==> src/rtl/mux_scan_pkg.sv <==
// mux_scan_pkg: shared types and constants for the mux scan sequencer.
//   state_t        FSM state encoding (idle, settling on a channel, result held)
//   CH_W / NCH     channel select width and channel count of the 8:1 mux
//   CNT_W          settle counter width
//   SETTLE_MIN/MAX legal range of the per-channel settle time
//   settle_reload  counter reload value for a given settle time, clamped to range
package mux_scan_pkg;

  typedef enum logic [1:0] {
    ST_IDLE   = 2'd0,
    ST_SETTLE = 2'd1,
    ST_DONE   = 2'd2
  } state_t;

  localparam int CH_W       = 3;
  localparam int NCH        = 8;
  localparam int CNT_W      = 4;
  localparam int SETTLE_MIN = 1;
  localparam int SETTLE_MAX = 15;

  // An out-of-range settle time is pulled to the nearest legal value so the
  // 4-bit counter can never be loaded with a wrapped reload.
  function automatic logic [CNT_W-1:0] settle_reload(input int settle);
    int clamped;
    clamped = settle;
    if (clamped < SETTLE_MIN) clamped = SETTLE_MIN;
    if (clamped > SETTLE_MAX) clamped = SETTLE_MAX;
    return CNT_W'(clamped - 1);
  endfunction

endpackage

==> src/rtl/mux_scan_next.sv <==
// mux_scan_next: combinational finder for the lowest enabled channel strictly
// above cur.
//   mask  [7:0] in   channel enables
//   cur   [2:0] in   current channel
//   nxt   [2:0] out  lowest enabled channel above cur (0 when none)
//   found       out  an enabled channel above cur exists
// Callers wanting the first channel overall check mask[0] themselves and use
// cur=0 for the rest, which treats cur as "below channel 0".
module mux_scan_next
  import mux_scan_pkg::*;
(
  input  logic [NCH-1:0]  mask,
  input  logic [CH_W-1:0] cur,
  output logic [CH_W-1:0] nxt,
  output logic            found
);

  always_comb begin
    nxt   = '0;
    found = 1'b0;
    // Walk downward so the last hit is the lowest qualifying channel.
    for (int i = NCH - 1; i >= 0; i--) begin
      if (mask[i] && (i > int'(cur))) begin
        nxt   = CH_W'(i);
        found = 1'b1;
      end
    end
  end

endmodule

==> src/rtl/mux_scan_sequencer.sv <==
// mux_scan_sequencer: drives the 8:1 mux select, waits SETTLE cycles per
// enabled channel, samples the mux output and returns an 8-bit snapshot.
// Parameter SETTLE (1..15, default 2): cycles between select change and sample.
// Ports:
//   clk, rst   clock; synchronous active-high reset
//   start      begin a scan (only looked at in idle)
//   mask[7:0]  channel enables, latched when a scan begins
//   s[2:0]     select to the mux;  y  mux output
//   data[7:0]  snapshot (disabled channels read 0)
//   valid/ready  result handshake
//   busy       high while settling or holding a result
//   dbg_state  current FSM state
// Handshake: data is offered while valid=1 and held stable until an edge where
// valid and ready are both high; ready may already be high before valid rises.
// Build option MUX_SCAN_CONT_EN: after each handshake a new scan starts from
// the live mask without start; with mask=0 the block idles until mask!=0.
module mux_scan_sequencer
  import mux_scan_pkg::*;
#(
  parameter int SETTLE = 2
) (
  input  logic            clk,
  input  logic            rst,
  input  logic            start,
  input  logic [NCH-1:0]  mask,
  output logic [CH_W-1:0] s,
  input  logic            y,
  output logic [NCH-1:0]  data,
  output logic            valid,
  input  logic            ready,
  output logic            busy,
  output state_t          dbg_state
);

  localparam logic [CNT_W-1:0] CNT_RELOAD = settle_reload(SETTLE);

  state_t           state_q, state_d;
  logic [CH_W-1:0]  s_q, s_d;
  logic [CNT_W-1:0] cnt_q, cnt_d;
  logic [NCH-1:0]   mask_q, mask_d;
  logic [NCH-1:0]   shadow_q, shadow_d;
  logic [NCH-1:0]   data_q, data_d;
  logic             valid_q, valid_d;
  logic             armed;
  logic             load_scan;

  logic [NCH-1:0]   find_mask;
  logic [CH_W-1:0]  find_cur;
  logic [CH_W-1:0]  find_nxt;
  logic             find_found;
  logic [CH_W-1:0]  first_ch;

`ifdef MUX_SCAN_CONT_EN
  // Set by the first handshake; from then on idle resumes on mask alone.
  logic cont_q, cont_d;
  assign armed = cont_q;
`else
  assign armed = 1'b0;
`endif

  // While settling the finder steps through the latched mask; elsewhere it
  // looks at the live mask to pick the first channel of a new scan.
  assign find_mask = (state_q == ST_SETTLE) ? mask_q : mask;
  assign find_cur  = (state_q == ST_SETTLE) ? s_q : '0;
  assign first_ch  = mask[0] ? '0 : find_nxt;

  mux_scan_next u_next (
    .mask  (find_mask),
    .cur   (find_cur),
    .nxt   (find_nxt),
    .found (find_found)
  );

  always_ff @(posedge clk) begin
    if (rst) begin
      state_q  <= ST_IDLE;
      s_q      <= '0;
      cnt_q    <= '0;
      mask_q   <= '0;
      shadow_q <= '0;
      data_q   <= '0;
      valid_q  <= 1'b0;
`ifdef MUX_SCAN_CONT_EN
      cont_q   <= 1'b0;
`endif
    end else begin
      state_q  <= state_d;
      s_q      <= s_d;
      cnt_q    <= cnt_d;
      mask_q   <= mask_d;
      shadow_q <= shadow_d;
      data_q   <= data_d;
      valid_q  <= valid_d;
`ifdef MUX_SCAN_CONT_EN
      cont_q   <= cont_d;
`endif
    end
  end

  always_comb begin
    state_d   = state_q;
    s_d       = s_q;
    cnt_d     = cnt_q;
    mask_d    = mask_q;
    shadow_d  = shadow_q;
    data_d    = data_q;
    valid_d   = valid_q;
    load_scan = 1'b0;
`ifdef MUX_SCAN_CONT_EN
    cont_d    = cont_q;
`endif

    unique case (state_q)
      ST_IDLE: begin
        s_d = '0;
        if ((start || armed) && (mask != '0)) begin
          load_scan = 1'b1;
        end else if (start && !armed) begin
          // Empty mask: report an all-zero snapshot straight away.
          data_d  = '0;
          valid_d = 1'b1;
          state_d = ST_DONE;
        end
      end

      ST_SETTLE: begin
        if (cnt_q != '0) begin
          cnt_d = cnt_q - 1'b1;
        end else begin
          shadow_d[s_q] = y;
          if (find_found) begin
            s_d   = find_nxt;
            cnt_d = CNT_RELOAD;
          end else begin
            data_d  = shadow_d;
            valid_d = 1'b1;
            s_d     = '0;
            state_d = ST_DONE;
          end
        end
      end

      ST_DONE: begin
        if (valid_q && ready) begin
          valid_d = 1'b0;
          state_d = ST_IDLE;
`ifdef MUX_SCAN_CONT_EN
          cont_d = 1'b1;
          if (mask != '0) load_scan = 1'b1;
`endif
        end
      end

      default: begin
        state_d = ST_IDLE;
        s_d     = '0;
        valid_d = 1'b0;
      end
    endcase

    if (load_scan) begin
      mask_d   = mask;
      shadow_d = '0;
      s_d      = first_ch;
      cnt_d    = CNT_RELOAD;
      state_d  = ST_SETTLE;
    end
  end

  assign s         = s_q;
  assign data      = data_q;
  assign valid     = valid_q;
  assign busy      = (state_q != ST_IDLE);
  assign dbg_state = state_q;

endmodule

==> config.mk <==
export PLATFORM = sky130hd
export DESIGN_NAME = mux_scan_sequencer
export DESIGN_NICKNAME = d
export VERILOG_FILES = /design/src/rtl/mux_scan_pkg.sv /design/src/rtl/mux_scan_next.sv /design/src/rtl/mux_scan_sequencer.sv
export SDC_FILE = /design/constraint.sdc
export NUM_CORES = 1
export LEC_CHECK = 0
export CORE_UTILIZATION = 54
export DETAILED_ROUTE_END_ITERATION = 10
export PLACE_DENSITY = 0.78
export REMOVE_ABC_BUFFERS = 1
export SLEW_MARGIN = 20
export SYNTH_ARGS = -nofsm -noshare
export SYNTH_HDL_FRONTEND = slang
export SYNTH_SLANG_ARGS = --single-unit
==> constraint.sdc <==
create_clock -name clk -period 2.7 [get_ports clk]
set_input_delay 0.405 -clock clk [delete_from_list [all_inputs] [get_ports clk]]
set_output_delay 0.405 -clock clk [all_outputs]
set_load 0.005 [all_outputs]
==> results <==
- The most repeated cell in the gate-level netlist after synthesis is sky130_fd_sc_hd__dfxtp_1.
- The part of the Yosys area used for sequential elements is 0.345.
- The placement row count is 21.
- For this design the ratio of total power to cell area is 421 mW/mm^2.
- The number of clock buffers added by TritonCTS is 5.
- The sequential power share is 0.529.
- Summed over all cells, the static leakage comes to 0.890 nW.
- The internal portion of the total power is 0.679 mW.
- For this run, the detailed router's first-pass iteration total came to 4.
- The end of the worst hold path is shadow_q[1].
- Once layout is complete, the utilization of the core stands at 0.689.
- The count of distinct cell types in the synthesized netlist is 45.
- The core footprint is 0.00336 sq mm.
- Timing would allow up to 0.391 GHz.
- The tightest hold path in the finished design has a slack of 459 ps.
- The slowest stage of the critical path is the sky130_fd_sc_hd__o31a_1 cell.
- The switching power as a share of total power is 0.305.
- The hold-fix buffer count after cts is 0.
- The clock edge transition at the registers on the reported setup and hold paths is 110 ps.
- Clock skew on the completed layout was measured at 10.7 ps.
- The path depth of the worst reg2reg path is 5.
- For this configuration, the core starts out at a cell density of 0.569.
- For this run, design rule violations remaining after detail routing come to 0.
- The number of antenna diodes in the final layout is 0.
- The launch instance of the worst min-delay path is shadow_q[1].
- The number of max-slew violations in the final report is 0.
- The prevailing post-synth register cell is sky130_fd_sc_hd__dfxtp_1.
- The maximum fanout along the worst path is 11.
- For the worst-skew pair, the clock arrives at the later sink with an insertion delay of 350 ps.
- The worst-case IR drop observed on VDD is 0.279 mV.
- The count of flip-flops with a built-in enable after synthesis is 0.
- The via count of the first global-routing pass was 1561.
- Once detailed placement completed, the half-perimeter wirelength came to 3120 um.
- In the final routed layout, each cell accounts on average for 14.0 um.
- The first global-routing pass estimated 7090 um of wire.
- By area the synthesized netlist is led by sky130_fd_sc_hd__dfxtp_1, sky130_fd_sc_hd__mux2i_1, sky130_fd_sc_hd__mux2_4.
- Entering global routing, the biggest net connects 17 pins.
- The delay of the slowest cell on the worst path is 630 ps.
- The net total in the final layout is 273.
- The via-per-instance ratio is 5.63.
- The number of failing hold endpoints at the final stage is 0.
- The count of yosys warnings during synthesis is 0.
- The area added between synthesis and finish is 21.2%.
- The finished layout holds 307 standard cells, fillers aside.
- The sink count of the clock tree is 33.
- TritonCTS built the clock tree.
- The clock network power share is 0.288.
- The worst endpoint required time is 2940 ps.
- The routability-driven placement congestion ratio is 0.851.
- The die covers 0.00378 sq mm.
- Data on the critical path arrives at its endpoint at 2800 ps.
- Of the total power, combinational logic draws 0.183.
- The net switching power figure is 0.298 mW.
- Of the post-synthesis cell area, the dominant cell type holds 0.345.
- The worst setup path is launched from a flip-flop.
- The total area of multi-input combinational cells is 0.00118 sq mm.
- Sorting the synthesized cells by how often they occur yields sky130_fd_sc_hd__dfxtp_1, sky130_fd_sc_hd__nand2_1, sky130_fd_sc_hd__nor2_1.
- The worst hold path passes through 2 cells.
- The run finished with clean final reports.
- The post-cts resize count is 0.
- In this run the remaining antenna-violating nets after routing total 0.
- The number of antenna violations at the first check in global routing is 0.
- The number of placed I/O pins is 28.
- The startpoint identified for the worst register-to-register timing path is s[2].
- The fraction of layout cells with a size suffix above 1 is 0.146.
- The overall routed net length is 4300 um.
- The cell area that synthesis handed to floorplanning was 0.00191 sq mm.
- The post-CTS setup buffer count is 0.
- In this run the vertical extent of the chip is 61.5 um.
- Setup slack on the worst reg-to-reg path comes out at 140 ps.
- After filler insertion, the fill cell instance count of the layout stands at 296.
- No sink is reached through more buffers than the 2 on the longest clock path.
- The worst max-slew margin expressed relative to the limit is 0.546.
- The setup slack at placement is 94.2 ps.
- The number of instances in the synthesized netlist is 230.
- Walking the worst path, the cells encountered are nor4b_1, a211oi_1, o21ai_0, o31a_1, mux2_4.
- The level count of the clock H-tree is 2.
- The via total after detailed routing is 1728.
- The total instance count after detailed placement is 299.
- The endpoint identified for the worst register-to-register timing path is data[5].
- The width of the die is 61.5 um.
- Synthesis inferred 33 register bits.
- The biggest area consumer among synthesized cells is sky130_fd_sc_hd__dfxtp_1.
- Across the whole layout, storage elements account for 661 sq um.
- Setup violations remaining at the end of the flow were counted as 0.
- The root cell of the clock tree is sky130_fd_sc_hd__clkbuf_4.
- The aggregate global routing overflow is 0.
- The DRC violation total after the first TritonRoute iteration is 81.
- The average instance in the mapped netlist occupies 8.32 sq um.
- The post-synthesis async set-or-reset flop share is 0.
- The worst min-delay path class is reg -> reg.
- In the finished design, the share of the clock period the worst path needs comes to 0.948.
- The worst path needs 2560 ps of the cycle, external delays included.
- At the pin with the least slew margin, the transition time is 682 ps.
- STA classifies the critical path endpoint as a flip-flop.
- The max-capacitance violation count is 0.
- The setup path with the least slack is of type reg -> reg.
- The worst-case setup margin in the final layout is 139 ps.
- The number of buffer cells added on primary ports is 27.
- Across every metal layer, demand over resource in global routing totals 0.258.
- Setup repair after global routing left no endpoint under its margin.
==> cell families after synthesis <==
family                 share of synthesized area
AOI/OAI and AO/OA                          0.178
buffers and inverters                     0.0432
DFF                                        0.345
muxes                                      0.133
and+or+nand+nor                            0.300
==> flip-flops by register name, indices dropped and copies added, names as in the netlist <==
signal,flops
shadow_q,8
data,8
s,3
dbg_state,2
mask_q,7
valid,1
cnt_q,4
==> worst max-delay path: cells and delay by family (launching register included) <==
family | cells | cell delay (ps)
flip-flops | 1 | 450
AND/OR/NAND/NOR | 1 | 470
AO/OA/AOI/OAI | 3 | 1190
multiplexers | 1 | 350
==> per-stage QoR <==
| step | cell area (sq um) | TNS [ps] | total power [mW] |
|---|---|---|---|
| final | 2320 | 0 | 0.977 |
| after global routing | 2320 | 0 | 1.03 |
| after CTS | 2320 | 0 | 0.979 |
| after detailed placement | 2260 | 0 | 0.704 |
| after global placement | 2260 | 0 | 0.703 |
| after floorplan | 1840 | -378 | 0.622 |
==> layout by cell type, fill, tap and decap left out, types with 4 or more instances in the layout <==
cell,instances
sky130_fd_sc_hd__clkbuf_4,5
sky130_fd_sc_hd__nor3_1,13
sky130_fd_sc_hd__clkdlybuf4s50_1,27
sky130_fd_sc_hd__nand2_1,25
sky130_fd_sc_hd__buf_4,12
sky130_fd_sc_hd__o31ai_1,7
sky130_fd_sc_hd__a21oi_1,18
sky130_fd_sc_hd__dfxtp_1,33
sky130_fd_sc_hd__nor2b_1,15
sky130_fd_sc_hd__nor2_1,21
sky130_fd_sc_hd__nand2b_1,4
sky130_fd_sc_hd__mux2_4,7
sky130_fd_sc_hd__mux2i_1,15
sky130_fd_sc_hd__or3_1,10
==> worst max-delay path by stage <==
| stage | startpoint | depth (start not counted) | end |
|---|---|---|---|
| floorplan | mask[7] | 4 | dbg_state[1] |
| detailed placement | mask[7] | 6 | data[2] |
| global placement | mask[7] | 6 | data[7] |
| CTS | s[2] | 5 | data[5] |
| finish | s[2] | 5 | data[5] |
| global route | s[2] | 5 | data[5] |
==> layer usage <==
metal	vias up	wire length, um	global-route usage
li1	889	-	-
met3	8	193	0.0651
met2	37	2040	0.413
met4	0	59	0.0889
met1	794	2010	0.336
met5	-	0	0
==> final cells by class <==
| cell class | count | area share |
|---|---|---|
| sequential | 33 | 0.285 |
| clock inverter | 3 | 0.00756 |
| timing repair buffer | 39 | 0.155 |
| inverter | 2 | 0.00324 |
| tap | 46 | 0.0248 |
| clock buffer | 5 | 0.0162 |
| multi-input combinational | 179 | 0.508 |
==> power by group through the flow <==
stage | clock network (mW) | logic [mW] | registers [mW]
after global routing | 0.311 | 0.196 | 0.519
after floorplan | 0 | 0.0972 | 0.524
final | 0.281 | 0.179 | 0.516
after CTS | 0.285 | 0.178 | 0.516
after global placement | 0 | 0.176 | 0.527
after detailed placement | 0 | 0.177 | 0.527
Note: power is estimated with default switching activity, not from simulation.
